<file path="src/rtl/mcp4921_spi_tx.sv">
// mcp4921_spi_tx
// Frames 12-bit DAC codes into 16-bit MCP4921 write commands and shifts them
// out in SPI mode 0,0, followed by an LDAC strobe. A one-entry pending buffer
// holds the newest sample that arrives while a write is in progress.
module mcp4921_spi_tx #(
    parameter int unsigned CLK_DIV = 4,     // sck half-period in clk cycles
    parameter logic        BUF     = 1'b0,  // VREF buffer enable (frame bit 14)
    parameter logic        GAIN_1X = 1'b1,  // GA_n (frame bit 13)
    parameter logic        SHDN_N  = 1'b1   // active output (frame bit 12)
) (
    input  logic        clk,
    input  logic        reset,
    input  logic        start,
    input  logic [11:0] sample,
    output logic        sck,
    output logic        sdi,
    output logic        cs_n,
    output logic        ldac_n,
    output logic        busy,
    output logic        done
);

    localparam int unsigned      CNT_W    = (CLK_DIV > 1) ? $clog2(CLK_DIV) : 1;
    localparam logic [CNT_W-1:0] CNT_LAST = CNT_W'(CLK_DIV - 1);

    typedef enum logic [2:0] {
        S_IDLE,
        S_CS_SETUP,
        S_SHIFT_LO,
        S_SHIFT_HI,
        S_CS_HOLD,
        S_LDAC
    } state_t;

    state_t           state_q, state_d;
    logic [CNT_W-1:0] cnt_q, cnt_d;
    logic [3:0]       bit_q, bit_d;
    logic [15:0]      frame_q, frame_d;
    logic [11:0]      pend_q, pend_d;
    logic             pend_vld_q, pend_vld_d;
    logic             sck_q, sck_d;
    logic             sdi_q, sdi_d;
    logic             cs_n_q, cs_n_d;
    logic             ldac_n_q, ldac_n_d;
    logic             busy_q, busy_d;
    logic             done_q, done_d;

    logic             phase_last;
    logic [3:0]       bit_dec;

    // Command word: write to DAC A, then the three configuration bits.
    function automatic logic [15:0] build_frame(input logic [11:0] code);
        return {1'b0, BUF, GAIN_1X, SHDN_N, code};
    endfunction

    assign phase_last = (cnt_q == CNT_LAST);
    assign bit_dec    = bit_q - 4'd1;

    // Next-state, next-output and pending-buffer logic.
    always_comb begin
        state_d    = state_q;
        cnt_d      = cnt_q + CNT_W'(1);
        bit_d      = bit_q;
        frame_d    = frame_q;
        pend_d     = pend_q;
        pend_vld_d = pend_vld_q;
        sck_d      = sck_q;
        sdi_d      = sdi_q;
        cs_n_d     = cs_n_q;
        ldac_n_d   = ldac_n_q;
        busy_d     = busy_q;
        done_d     = 1'b0;

        // Any request that arrives mid-write replaces the buffered one.
        if (start && (state_q != S_IDLE)) begin
            pend_d     = sample;
            pend_vld_d = 1'b1;
        end

        case (state_q)
            S_IDLE: begin
                cnt_d = '0;
                if (start) begin
                    frame_d = build_frame(sample);
                    state_d = S_CS_SETUP;
                    cs_n_d  = 1'b0;
                    sck_d   = 1'b0;
                    sdi_d   = frame_d[15];
                    busy_d  = 1'b1;
                end
            end
            S_CS_SETUP: begin
                if (phase_last) begin
                    state_d = S_SHIFT_LO;
                    cnt_d   = '0;
                    bit_d   = 4'd15;
                    sdi_d   = frame_q[15];
                end
            end
            S_SHIFT_LO: begin
                if (phase_last) begin
                    state_d = S_SHIFT_HI;
                    cnt_d   = '0;
                    sck_d   = 1'b1;
                end
            end
            S_SHIFT_HI: begin
                if (phase_last) begin
                    cnt_d = '0;
                    sck_d = 1'b0;
                    if (bit_q == 4'd0) begin
                        state_d = S_CS_HOLD;
                    end else begin
                        state_d = S_SHIFT_LO;
                        bit_d   = bit_dec;
                        sdi_d   = frame_q[bit_dec];
                    end
                end
            end
            S_CS_HOLD: begin
                if (phase_last) begin
                    state_d  = S_LDAC;
                    cnt_d    = '0;
                    cs_n_d   = 1'b1;
                    ldac_n_d = 1'b0;
                end
            end
            S_LDAC: begin
                if (phase_last) begin
                    cnt_d    = '0;
                    done_d   = 1'b1;
                    ldac_n_d = 1'b1;
                    // A start on this very edge counts as pending and wins.
                    if (start || pend_vld_q) begin
                        frame_d    = build_frame(start ? sample : pend_q);
                        pend_vld_d = 1'b0;
                        state_d    = S_CS_SETUP;
                        cs_n_d     = 1'b0;
                        sck_d      = 1'b0;
                        sdi_d      = frame_d[15];
                        busy_d     = 1'b1;
                    end else begin
                        state_d = S_IDLE;
                        sck_d   = 1'b0;
                        sdi_d   = 1'b0;
                        cs_n_d  = 1'b1;
                        busy_d  = 1'b0;
                    end
                end
            end
            default: begin
                state_d = S_IDLE;
                cnt_d   = '0;
            end
        endcase
    end

    // Control state and registered outputs; reset aborts any write at once.
    always_ff @(posedge clk or posedge reset) begin
        if (reset) begin
            state_q    <= S_IDLE;
            cnt_q      <= '0;
            bit_q      <= 4'd0;
            pend_vld_q <= 1'b0;
            sck_q      <= 1'b0;
            sdi_q      <= 1'b0;
            cs_n_q     <= 1'b1;
            ldac_n_q   <= 1'b1;
            busy_q     <= 1'b0;
            done_q     <= 1'b0;
        end else begin
            state_q    <= state_d;
            cnt_q      <= cnt_d;
            bit_q      <= bit_d;
            pend_vld_q <= pend_vld_d;
            sck_q      <= sck_d;
            sdi_q      <= sdi_d;
            cs_n_q     <= cs_n_d;
            ldac_n_q   <= ldac_n_d;
            busy_q     <= busy_d;
            done_q     <= done_d;
        end
    end

    // Frame shift data and buffered sample; qualified by the control state.
    always_ff @(posedge clk) begin
        frame_q <= frame_d;
        pend_q  <= pend_d;
    end

    assign sck    = sck_q;
    assign sdi    = sdi_q;
    assign cs_n   = cs_n_q;
    assign ldac_n = ldac_n_q;
    assign busy   = busy_q;
    assign done   = done_q;

endmodule

</file>
<file path="config.mk">
export PLATFORM = sky130hd
export DESIGN_NAME = mcp4921_spi_tx
export DESIGN_NICKNAME = d
export VERILOG_FILES = /design/src/rtl/mcp4921_spi_tx.sv
export SDC_FILE = /design/constraint.sdc
export NUM_CORES = 1
export LEC_CHECK = 0
export ABC_AREA = 1
export CAP_MARGIN = 5
export CORE_MARGIN = 1.5
export CORE_UTILIZATION = 35
export DETAILED_ROUTE_END_ITERATION = 7
export GPL_ROUTABILITY_DRIVEN = 1
export GPL_TIMING_DRIVEN = 0
export PLACE_DENSITY = 0.65
export RECOVER_POWER = 100
export SYNTH_ARGS = -nofsm -noshare
export SYNTH_HDL_FRONTEND = slang
export SYNTH_SLANG_ARGS = --single-unit
</file>
<file path="constraint.sdc">
create_clock -name clk -period 1.9 [get_ports clk]
set_input_delay 0.38 -clock clk [delete_from_list [all_inputs] [get_ports clk]]
set_output_delay 0.38 -clock clk [all_outputs]
set_load 0.01 [all_outputs]
</file>
# Word level (Yosys, flattened, before mapping)
# Index checks and enable logic that the tools add are counted.
# classes
add_sub_neg	2
mul	0
div	0
magnitude_cmp	1
eq_ne	15
shift	0
n_mux	44
bitwise	0
n_reduce_logical	21
# op_table
cell	n
16-bit two-way mux	3
16-bit one-hot mux with 2 select lines	1
3-bit two-way mux	7
1-bit two-way mux	19
3-bit one-hot mux with 6 select lines	1
2-bit != test, second input constant	8
4-bit AND reduction	4
12-bit two-way mux	1
4-bit two-way mux	3
6-bit AND reduction	2
3-bit nonzero test	3
4-bit one-hot mux with 2 select lines	1
3-bit by 2-bit equality test with 1-bit output, second input constant	2
3-bit equality test, second input constant	2
1-bit one-hot mux with 3 select lines	2
3-bit AND reduction	2
2-bit nonzero test	3
4-bit by 5-bit < comparator with 1-bit output, second input constant	1
5-bit OR reduction	1
1-bit binary-select mux with 4-bit select	1
4-bit zero test	1
2-bit two-way mux	2
1-bit one-hot mux with 2 select lines	2
1-bit one-hot mux with 4 select lines	1
other kinds (10)	10
# totals
ff_bits	44
latch_bits	0
ramBits	0
rom_bits	0
input_bits	15
output_inout_bits	6
word_cells	95
n_memories	0

# Longest topological paths before layout
# Gate-level depths: netlist of the first run.
# logic_depth
depth_word	6
ltp_mapped	11
depth_no_buf	10

# Worst setup path after synthesis of the first run
# Ideal clock, no wire load.
# synth_path
path_kind	register -> register
from	register bit_q[0]
to	register sdi_q (netlist: sdi)
setup_time_ns	0.117
arrival_ns	1.452
required_time_ns	1.783
path_slack_ns	0.331
path_stages_with_launch	10
n_path_buf	1
period_less_slack_ns	1.569
cell_sequence	dfrtp_1 > buf_2 > clkinv_1 > ha_1 > inv_1 > nand3_1 > nand3_1 > nand3_1 > nand3_1 > nand2_1
# synth_via
elab_chain_len	6
word_cells_on_any_way	9
classes_between	1 x add/sub; 1 x eq/ne; 5 x mux; 2 x reduce/logical
# synth_lines
item	line_no	text
from (decl)	37	logic [3:0] bit_q, bit_d;
from (signal assigned)	174	bit_q <= bit_d;
4-bit by 1-bit subtractor with 4-bit output	57	assign bit_dec = bit_q - 4'd1;
1-bit binary-select mux with 4-bit select	116	sdi_d = frame_q[bit_dec];
1-bit two-way mux (implied by the code)	116	
1-bit two-way mux	111	if (bit_q == 4'd0) begin
1-bit two-way mux	108	if (phase_last) begin
1-bit one-hot mux with 4 select lines	80	case (state_q)
to (signal assigned)	177	sdi_q <= sdi_d;
to (decl)	42	logic sdi_q, sdi_d;
# Several ways; a longest one is shown, not always the timed one. The select of a mux whose other input is x is not followed.
# A chain may end at the register's enable or synchronous reset.

# Worst setup path in the final report of the first run
# layout_path
from	register state_q[1]
to	register frame_q[8], enable pin
# layout_via
elab_chain_len	3
word_cells_on_any_way	7
classes_between	4 x eq/ne; 3 x reduce/logical
# layout_lines
item	line_no	text
from (decl)	35	state_t state_q, state_d;
from (signal assigned)	172	state_q <= state_d;
3-bit equality test / 3-bit zero test (equally long branches)	80	
2-bit != test (no source line) / 2-bit nonzero test (equally long branches)	-	
4-bit AND reduction (no source line) (*)	-	
to (signal assigned)	187	frame_q <= frame_d;
to (decl)	38	logic [15:0] frame_q, frame_d;
# Every way passes the cells marked *; elsewhere a longest branch is shown, timed or not.

==> results.yml, run 1 <==
status:
  status: "finished clean"
layout:
  final_common_cell: "nand2_1"
  num_antenna_cells: 0
  regArea_mm2: 0.00112
  final_cell_area_mm2: 0.00236
  fillers: 508
  drive_gt1_share_pct: 11.8
  area_delta_synth_final_pct: 21.3
  final_cell_mix: "nand2_1 (88), edfxtp_1 (24), inv_1 (20)"
  nNetsFinal: 272
  multi_input_area_um2: 712
  fin_util_pct: 45.0
clocking:
  clk_pin_slew_ns: 0.08
  cts_sinks: 40
  worstSkewPairLatency_ns: 0.29
  cts_tree: "built"
  cts_root_buffer: "clkbuf_8"
  clock_path_buffers: 2
  htree_levels: 2
  cts_buffers: 5
placement:
  hpwl_mm: 2.46
  numPortBuffers: 20
  gp_congestion: 0.825
  dpl_cell_area_mm2: 0.00223
sta:
  post-route-period-util_pct: 92.0
  maxSlewViolCount: 0
  finalHoldViolCount: 0
  setup_violations: 0
  worst_pin_slew_ns: 0.627
  fmax_mhz: 572
  period_minus_slack_ns: 1.75
  slew-limit-headroom_pct: 58.2
  fin_setup_tns_ns: 0
  clock_skew_ns: 0.00622
  holdWs_ns: 0.449
power:
  ir_drop_uv: 694
  power_mw: 3.33
  power.leakage_nw: 1.07
  power_density_mw_per_mm2: 1410
drt:
  firstDrtPassIters: 4
  dr_wl_met3_um: 108
  drtIter0Drc: 85
  drc: 0
  via_per_inst: 4.49
  dr.max_layer_used: "met4"
  ant_nets: 0
  wl_met2_mm: 1.50
  num_vias: 1459
  wl_met1_mm: 1.66
  wl_mm: 3.32
  route.detailed.wl_per_inst_um: 10.2
yosys:
  seq_area_frac_synth_pct: 57.8
  ys_ff_latch: 40
  synth.distinct_cells: 25
  syn_area_mm2: 0.00194
  avgSynthCellArea_um2: 8.71
  synth_nets: 241
  ys_warn_count: 0
  syn_inst: 223
min_path:
  hold_path.class: "reg2reg"
  hp-start: "cnt_q[0]"
  holdPathStages: 1
  hold_end: "cnt_q[0]"
die:
  placementRows: 26
  initial_core_util_pct: 37.1
  dieArea_mm2: 0.00601
  die_y_um: 77.5
  num_io_pins: 21
  die_x_um: 77.5
  core_area_mm2: 0.00524
critical_path:
  cp_max_fo: 7
  required_ns: 1.91
  r2r_start: "state_q[1]"
  r2r_cells: 8
  cp-end-kind: "flop"
  r2r-end: "frame_q[8]"
  rrSetupSlack_ns: 0.15
  arrival_ns: 1.76
  start_kind: "flop"
  crit_type: "reg2reg"
global_routing:
  track_usage_pct: 11.8
  grt.overflow.total: 0
  grt_pass1_vias: 1304
  grt_max_degree: 17
  antenna_found_initial: 0
  grt_pass1_wl_mm: 5.63
job:
  drv_cap: 0
==> sequential cells by signal (all words and copies together), names as in the netlist, 2 cells and up <==
register and cells:
bit_q 4, pend_q 12, frame_q 12, state_q 3, cnt_q 2
==> cell type report <==
type                            instances  share of cell area, %
Clock buffer                            5                   2.92
Sequential cell                        40                   47.7
Tap cell                               70                   3.72
Timing Repair inverter                  1                  0.318
Inverter                               24                   4.14
Multi-Input combinational cell        155                   30.2
Timing Repair Buffer                   23                   9.45
Buffer                                  4                  0.955
Clock inverter                          3                  0.584
==> cells by family (layout without fill, tap and decap cells) <==
group           Yosys count  after routing  share of synthesized area [%]
buf+inv                  28             60                           6.12
simple gates            134            134                           28.8
flops                    40             40                           57.8
compound gates           18             18                           5.28
fa+ha+maj                 3              3                           1.93
==> critical path, cell delays in order, from the launching register on <==
cell and delay [ns]:
dfrtp_2 0.47, inv_2 0.13, nand2_2 0.09, nor2_4 0.14, inv_2 0.08, o21ai_2 0.18
nor2_1 0.07, nand2_2 0.13, clkinvlp_4 0.19
==> report_power, final <==
group	leakage, nW	switching [mW]	internal [mW]
sequential	0.414	0.134	1.28
combinational	0.608	0.883	0.501
clock	0.0453	0.282	0.249
total	1.07	1.30	2.03
==> synthesized netlist by cell type <==
master    count  share of area [%]
nand2_1      90                 17
o21ai_1       3               0.77
nor2_1       18                3.5
buf_6         1               0.58
clkinv_1      1               0.19
o21ai_2       1               0.45
nor3_2        1               0.52
edfxtp_1     24                 37
nor3_1        1               0.26
nand4_1       4                1.3
a22oi_1       3                1.2
inv_1        20                3.9
dfrtp_1      14                 18
nor2_4        2                1.2
a31oi_1       1               0.32
nand2_2       1               0.32
a21oi_1       1               0.26
nand3_1      16                4.1
dfstp_2       2                2.7
inv_2         3               0.58
ha_1          3                1.9
buf_2         2               0.52
buf_4         1               0.39
nor2_2        1               0.32
o21ai_0       9                2.3
==> worst max path at each step <==
stage	from	endpoint	slack (ns)	cells past startpoint
final	state_q[1]	frame_q[8]	0.15	8
after global routing	bit_q[0]	sdi	-0.003	9
after CTS	bit_q[0]	sdi	0.03	9
after detailed placement	start	pend_q[9]	-0.32	3
after global placement	start	pend_q[9]	-0.29	3
after floorplan	bit_q[0]	sdi	0.33	9
==> metrics by stage <==
stage | instances | setup WS (ns)
2_1_floorplan | 223 | 0.331
3_3_place_gp | 313 | -0.293
3_5_place_dp | 313 | -0.317
4_1_cts | 321 | 0.0322
5_1_grt | 325 | -0.00348
6_report | 325 | 0.152
==> timing repair <==
item,4_1_cts,5_1_grt
setup endpoints to repair,10,16
gates resized for setup,1,7
setup buffers,0,3
cloned,0,1
hold buffers,0,0
==> layer usage <==
layer  track usage (%)  vias up
met2              18.4       26
li1                  -      790
met3              3.06        5
met5                 0        -
met1              15.1      638
met4              6.00        0
Power figures use the tool's default switching activity.
==> run 2, diff against run 1 <==
--- a/config.mk
+++ b/config.mk
@@ -5,7 +5,7 @@
 export SDC_FILE = /design/constraint.sdc
 export NUM_CORES = 1
 export LEC_CHECK = 0
-export ABC_AREA = 1
+export ABC_AREA = 0
 export CAP_MARGIN = 5
 export CORE_MARGIN = 1.5
 export CORE_UTILIZATION = 35
==> constraint.sdc (replaced) <==
create_clock -name clk -period 1.9 [get_ports clk]
set_input_delay 0.38 -clock clk [delete_from_list [all_inputs] [get_ports clk]]
set_output_delay 0.38 -clock clk [all_outputs]
set_load 0.05 [all_outputs]
==> results.yml, run 2 <==
critical_path:
  cp_max_fo: 2
  r2r-end: "sdi"
  crit_chain: "clkdlybuf4s50_1"
  start_kind: "flop"
  critPathSlowestCell: "clkdlybuf4s50_1"
  r2r_cells: 7
  arrival_ns: 1.45
  critPathBufInv: 1
  required_ns: 1.52
  worstSetupStartpoint: "sdi"
  path_delay_family: "buffers and inverters"
  crit_type: "reg2out"
  rrSetupSlack_ns: 0.11
  r2r_start: "bit_q[0]"
  critPathMaxStageDelay_ns: 0.81
  cp-end-kind: "output port"
global_routing:
  grt_pass1_vias: 1183
  track_usage_pct: 12.7
  grt_pass1_wl_mm: 5.33
  antenna_found_initial: 0
  grt.overflow.total: 0
  grt_max_degree: 17
sta:
  post-route-period-util_pct: 96.2
  fmax_mhz: 547
  setup_violations: 0
  finalHoldViolCount: 0
  fin_setup_tns_ns: 0
  worst_pin_slew_ns: 0.673
  slew-limit-headroom_pct: 54.9
  rsz0062_at_grt: "false"
  maxSlewViolCount: 0
  fin_ws_ns: 0.0731
  period_minus_slack_ns: 1.83
  clock_skew_ns: 0.00995
yosys:
  synth_nets: 153
  yosysTopAreaCell: "edfxtp_1"
  yosys-top-cells-count: "edfxtp_1 (24), dfrtp_1 (14), mux2_1 (12), a21oi_1 (8), nor2_1 (7)"
  synth_edf_count: 24
  syn_inst: 135
  syn_area_mm2: 0.00184
  synth.top_cells.by_area: "edfxtp_1 (39%), dfrtp_1 (19%), mux2_1 (7.3%), dfstp_2 (2.9%), mux4_1 (2.9%)"
  avgSynthCellArea_um2: 13.7
  synthAdderAreaFrac_pct: 2.04
  synth_top_area_share_pct: 39.1
  seq_area_frac_synth_pct: 61.0
  synth-compound-area-share_pct: 10.3
  ys_warn_count: 0
  synth_top_family_by_area: "multiplexers"
  synth.most_common_cell: "edfxtp_1"
  async_flop_share_pct: 40.0
  yosys.area_share.simple_pct: 10.3
  ys_ff_latch: 40
  ys.flop_type: "edfxtp_1"
  synth-xor-area-share_pct: 0.950
  synth.distinct_cells: 40
  synthMuxAreaShare_pct: 11.8
placement:
  hpwl_mm: 2.25
  numPortBuffers: 20
  gp_congestion: 0.826
  dp_slack_ns: -0.489
drt:
  drtIter0Drc: 55
  ant_nets: 0
  route.detailed.wl_per_inst_um: 13.4
  wl_mm: 3.17
  drc: 0
  via_per_inst: 4.87
  firstDrtPassIters: 4
  num_vias: 1150
power:
  ir_drop_uv: 531
  power.leakage_nw: 0.893
  power_density_mw_per_mm2: 1330
clocking:
  clock_path_buffers: 2
  clk_pin_slew_ns: 0.08
  htree_levels: 2
  cts_buffers: 5
  cts_root_buffer: "clkbuf_8"
  cts_sinks: 40
  worstSkewPairLatency_ns: 0.29
  cts_tree: "built"
min_path:
  hp-start: "cnt_q[0]"
  holdPathStages: 1
  hold_path.class: "reg2reg"
  hold_end: "cnt_q[0]"
die:
  dieArea_mm2: 0.00571
  num_io_pins: 21
  die_x_um: 75.6
  placementRows: 26
  initial_core_util_pct: 36.1
  die_y_um: 75.6
  core_area_mm2: 0.00511
layout:
  num_antenna_cells: 0
  final_cell_mix: "edfxtp_1 (24), dlygate4sd3_1 (14), dfrtp_1 (13)"
  area_delta_synth_final_pct: 25.4
  reg_top3: "frame_q x12, pend_q x12, bit_q x4"
  final_common_cell: "edfxtp_1"
  nNetsFinal: 183
  drive_gt1_share_pct: 16.9
job:
  drv_cap: 0
status:
  status: "finished clean"
[run 2: area by class of cell]
type / count / area (um2)
Multi-Input combinational cell: 82 / 672
Inverter: 5 / 18.8
Sequential cell: 40 / 1120
Buffer: 8 / 48.8
Clock buffer: 6 / 72.6
Timing Repair Buffer: 23 / 226
Tap cell: 70 / 87.6
Clock inverter: 2 / 60.1
Fill cell: 468 / 2800
[run 2: what timing repair did]
| action | CTS | global route |
|---|---|---|
| setup endpoints to repair | 30 | 15 |
| buffers inserted | 1 | 2 |
| cloned | 0 | 0 |
| resized for setup | 5 | 5 |
| pin swaps | 1 | 2 |
| hold buffers | 0 | 0 |
[run 2: stage by stage]
stage / std cells / instance area (um2) / util (%) / hold slack (ns) / power (mW)
finish: 236 / 2310 / 45.2 / 0.466 / 3.07
global route: 236 / 2310 / 45.2 / 0.501 / 3.26
CTS: 234 / 2280 / 44.7 / 0.468 / 3.09
detailed placement: 225 / 2130 / 41.8 / 0.458 / 2.27
global placement: 225 / 2130 / 41.8 / 0.441 / 2.23
floorplan: 135 / 1850 / - / 0.292 / 2.00
[run 2: worst max-delay path by stage]
stage	cells past startpoint	slack [ns]	end
2_1_floorplan	7	0.1	sdi
3_3_place_gp	3	-0.48	frame_q[9]
3_5_place_dp	3	-0.49	frame_q[9]
4_1_cts	7	0.02	sdi
5_1_grt	7	0.02	sdi
6_report	1	0.07	sdi
[run 2: cells by family after synthesis]
| logic type | count (synthesis) |
|---|---|
| simple gates | 33 |
| flops | 40 |
| fa+ha+maj | 3 |
| xor+xnor | 2 |
| compound gates | 27 |
| buf+inv | 13 |
| mux | 17 |
[run 2: power by group]
part,total (mW),switching [mW],internal [mW]
Combinational,1.05,0.610,0.436
Clock,0.808,0.283,0.525
Sequential,1.21,0.0826,1.13
Total,3.07,0.976,2.09
[run 2: layer usage]
metal	GRT usage [%]	vias up	part of all wire (%)
li1	-	566	-
met1	15.4	558	46
met2	20.8	20	49
met3	3.57	6	2.9
met4	6.55	0	2.5
met5	0	-	0
==> run 3, diff against run 2 <==
--- a/config.mk
+++ b/config.mk
@@ -12,6 +12,7 @@
 export DETAILED_ROUTE_END_ITERATION = 7
 export GPL_ROUTABILITY_DRIVEN = 1
 export GPL_TIMING_DRIVEN = 0
+export MAX_ROUTING_LAYER = met4
 export PLACE_DENSITY = 0.65
 export RECOVER_POWER = 100
 export SYNTH_ARGS = -nofsm -noshare
==> results.yml, run 3 (same netlist as run 2, synthesis figures left out) <==
layout:
  nNetsFinal: 183
  regArea_mm2: 0.00112
  multi_input_area_um2: 672
  final_cell_area_mm2: 0.00231
  final_cell_mix: "edfxtp_1 (24), dlygate4sd3_1 (14), dfrtp_1 (13)"
  fin_util_pct: 45.2
  area_delta_synth_final_pct: 25.4
  reg_top3: "frame_q x12, pend_q x12, bit_q x4"
  fillers: 468
  final_common_cell: "edfxtp_1"
  drive_gt1_share_pct: 16.9
  num_antenna_cells: 0
sta:
  maxSlewViolCount: 0
  post-route-period-util_pct: 96.3
  rsz0062_at_grt: "false"
  finalHoldViolCount: 0
  period_minus_slack_ns: 1.83
  fin_setup_tns_ns: 0
  clock_skew_ns: 0.00995
  worst_pin_slew_ns: 0.672
  fmax_mhz: 546
  setup_violations: 0
  slew-limit-headroom_pct: 55.0
placement:
  gp_congestion: 0.839
  hpwl_mm: 2.25
  dpl_cell_area_mm2: 0.00213
  numPortBuffers: 20
power:
  power.leakage_nw: 0.893
  ir_drop_uv: 532
  power_density_mw_per_mm2: 1330
critical_path:
  arrival_ns: 1.83
  crit_type: "in2reg"
  required_ns: 1.90
  start_kind: "input pin"
  r2r_start: "bit_q[0]"
  r2r_cells: 7
  cp-end-kind: "flop"
  rrSetupSlack_ns: 0.10
  cp_max_fo: 13
  r2r-end: "sdi"
die:
  initial_core_util_pct: 36.1
  die_y_um: 75.6
  num_io_pins: 21
  dieArea_mm2: 0.00571
  die_x_um: 75.6
  placementRows: 26
  core_area_mm2: 0.00511
drt:
  via_per_inst: 4.84
  drc: 0
  route.detailed.wl_per_inst_um: 13.5
  drtIter0Drc: 77
  firstDrtPassIters: 4
  wl_mm: 3.19
  ant_nets: 0
  num_vias: 1143
global_routing:
  grt.overflow.total: 0
  grt_max_degree: 17
  antenna_found_initial: 0
  track_usage_pct: 13.1
  grt_pass1_wl_mm: 5.34
  grt_pass1_vias: 1184
status:
  status: "finished clean"
clocking:
  clock_path_buffers: 2
  cts_tree: "built"
  htree_levels: 2
  clk_pin_slew_ns: 0.08
  worstSkewPairLatency_ns: 0.29
  cts_root_buffer: "clkbuf_8"
  ctsHoldBuffers: 0
  cts_sinks: 40
  cts_buffers: 5
min_path:
  hold_end: "cnt_q[0]"
  hp-start: "cnt_q[0]"
  hold_path.class: "reg2reg"
  holdPathStages: 1
job:
  drv_cap: 0
==> run 3: cell counts in the layout (fill, tap and decap cells not counted) <==
Identical to the previous run, type by type.
==> run 3: worst max-delay path by stage <==
stage / startpoint / to / slack (ns) / depth (start not counted)
final: start / frame_q[11] / 0.07 / 4
after detailed placement: start / frame_q[9] / -0.49 / 3
after global placement: start / frame_q[9] / -0.48 / 3
after CTS: bit_q[0] / sdi / 0.02 / 7
after global routing: bit_q[0] / sdi / 0.02 / 7
after floorplan: bit_q[0] / sdi / 0.1 / 7
==> run 3: timing repair <==
| action | CTS | global route |
|---|---|---|
| setup endpoints to repair | 30 | 15 |
| pin swaps | 1 | 2 |
| gates resized for setup | 5 | 5 |
| buffers inserted | 1 | 2 |
==> run 3: layout make-up <==
cell class              instances  share of cell area [%]
clock buffers                   6                    3.14
multi-input cells              82                    29.1
plain buffers                   8                    2.11
clock inverters                 2                    2.60
inverters                       5                   0.812
flip-flops and latches         40                    48.7
well taps                      70                    3.79
repair buffers                 23                    9.80
==> run 3: metal layers <==
metal  vias to the layer above  wire length, um  global-route usage (%)
met2                        18             1530                    20.7
met5                         -                0                       -
met3                         6               85                    3.57
met1                       555             1490                    15.5
met4                         0               84                    6.55
li1                        564                -                       -
==> run 3: through the flow <==
stage / cells / setup WS, ns / hold slack, ns / total power, mW
after global routing: 236 / 0.0187 / 0.501 / 3.26
after global placement: 225 / -0.480 / 0.441 / 2.23
after floorplan: 135 / 0.0957 / 0.292 / 2.00
final: 236 / 0.0699 / 0.468 / 3.07
after detailed placement: 225 / -0.489 / 0.458 / 2.27
after CTS: 234 / 0.0152 / 0.468 / 3.09
==> run 3: where the power goes <==
| group | internal, mW | switching, mW |
|---|---|---|
| sequential | 1.13 | 0.0836 |
| combinational | 0.436 | 0.612 |
| clock | 0.525 | 0.285 |
| total | 2.09 | 0.980 |
==> run 3: worst max-delay path: stages <==
cell and delay, ns:
dlygate4sd3_1 0.64, or3b_1 0.45, a21oi_4 0.20, buf_12 0.16
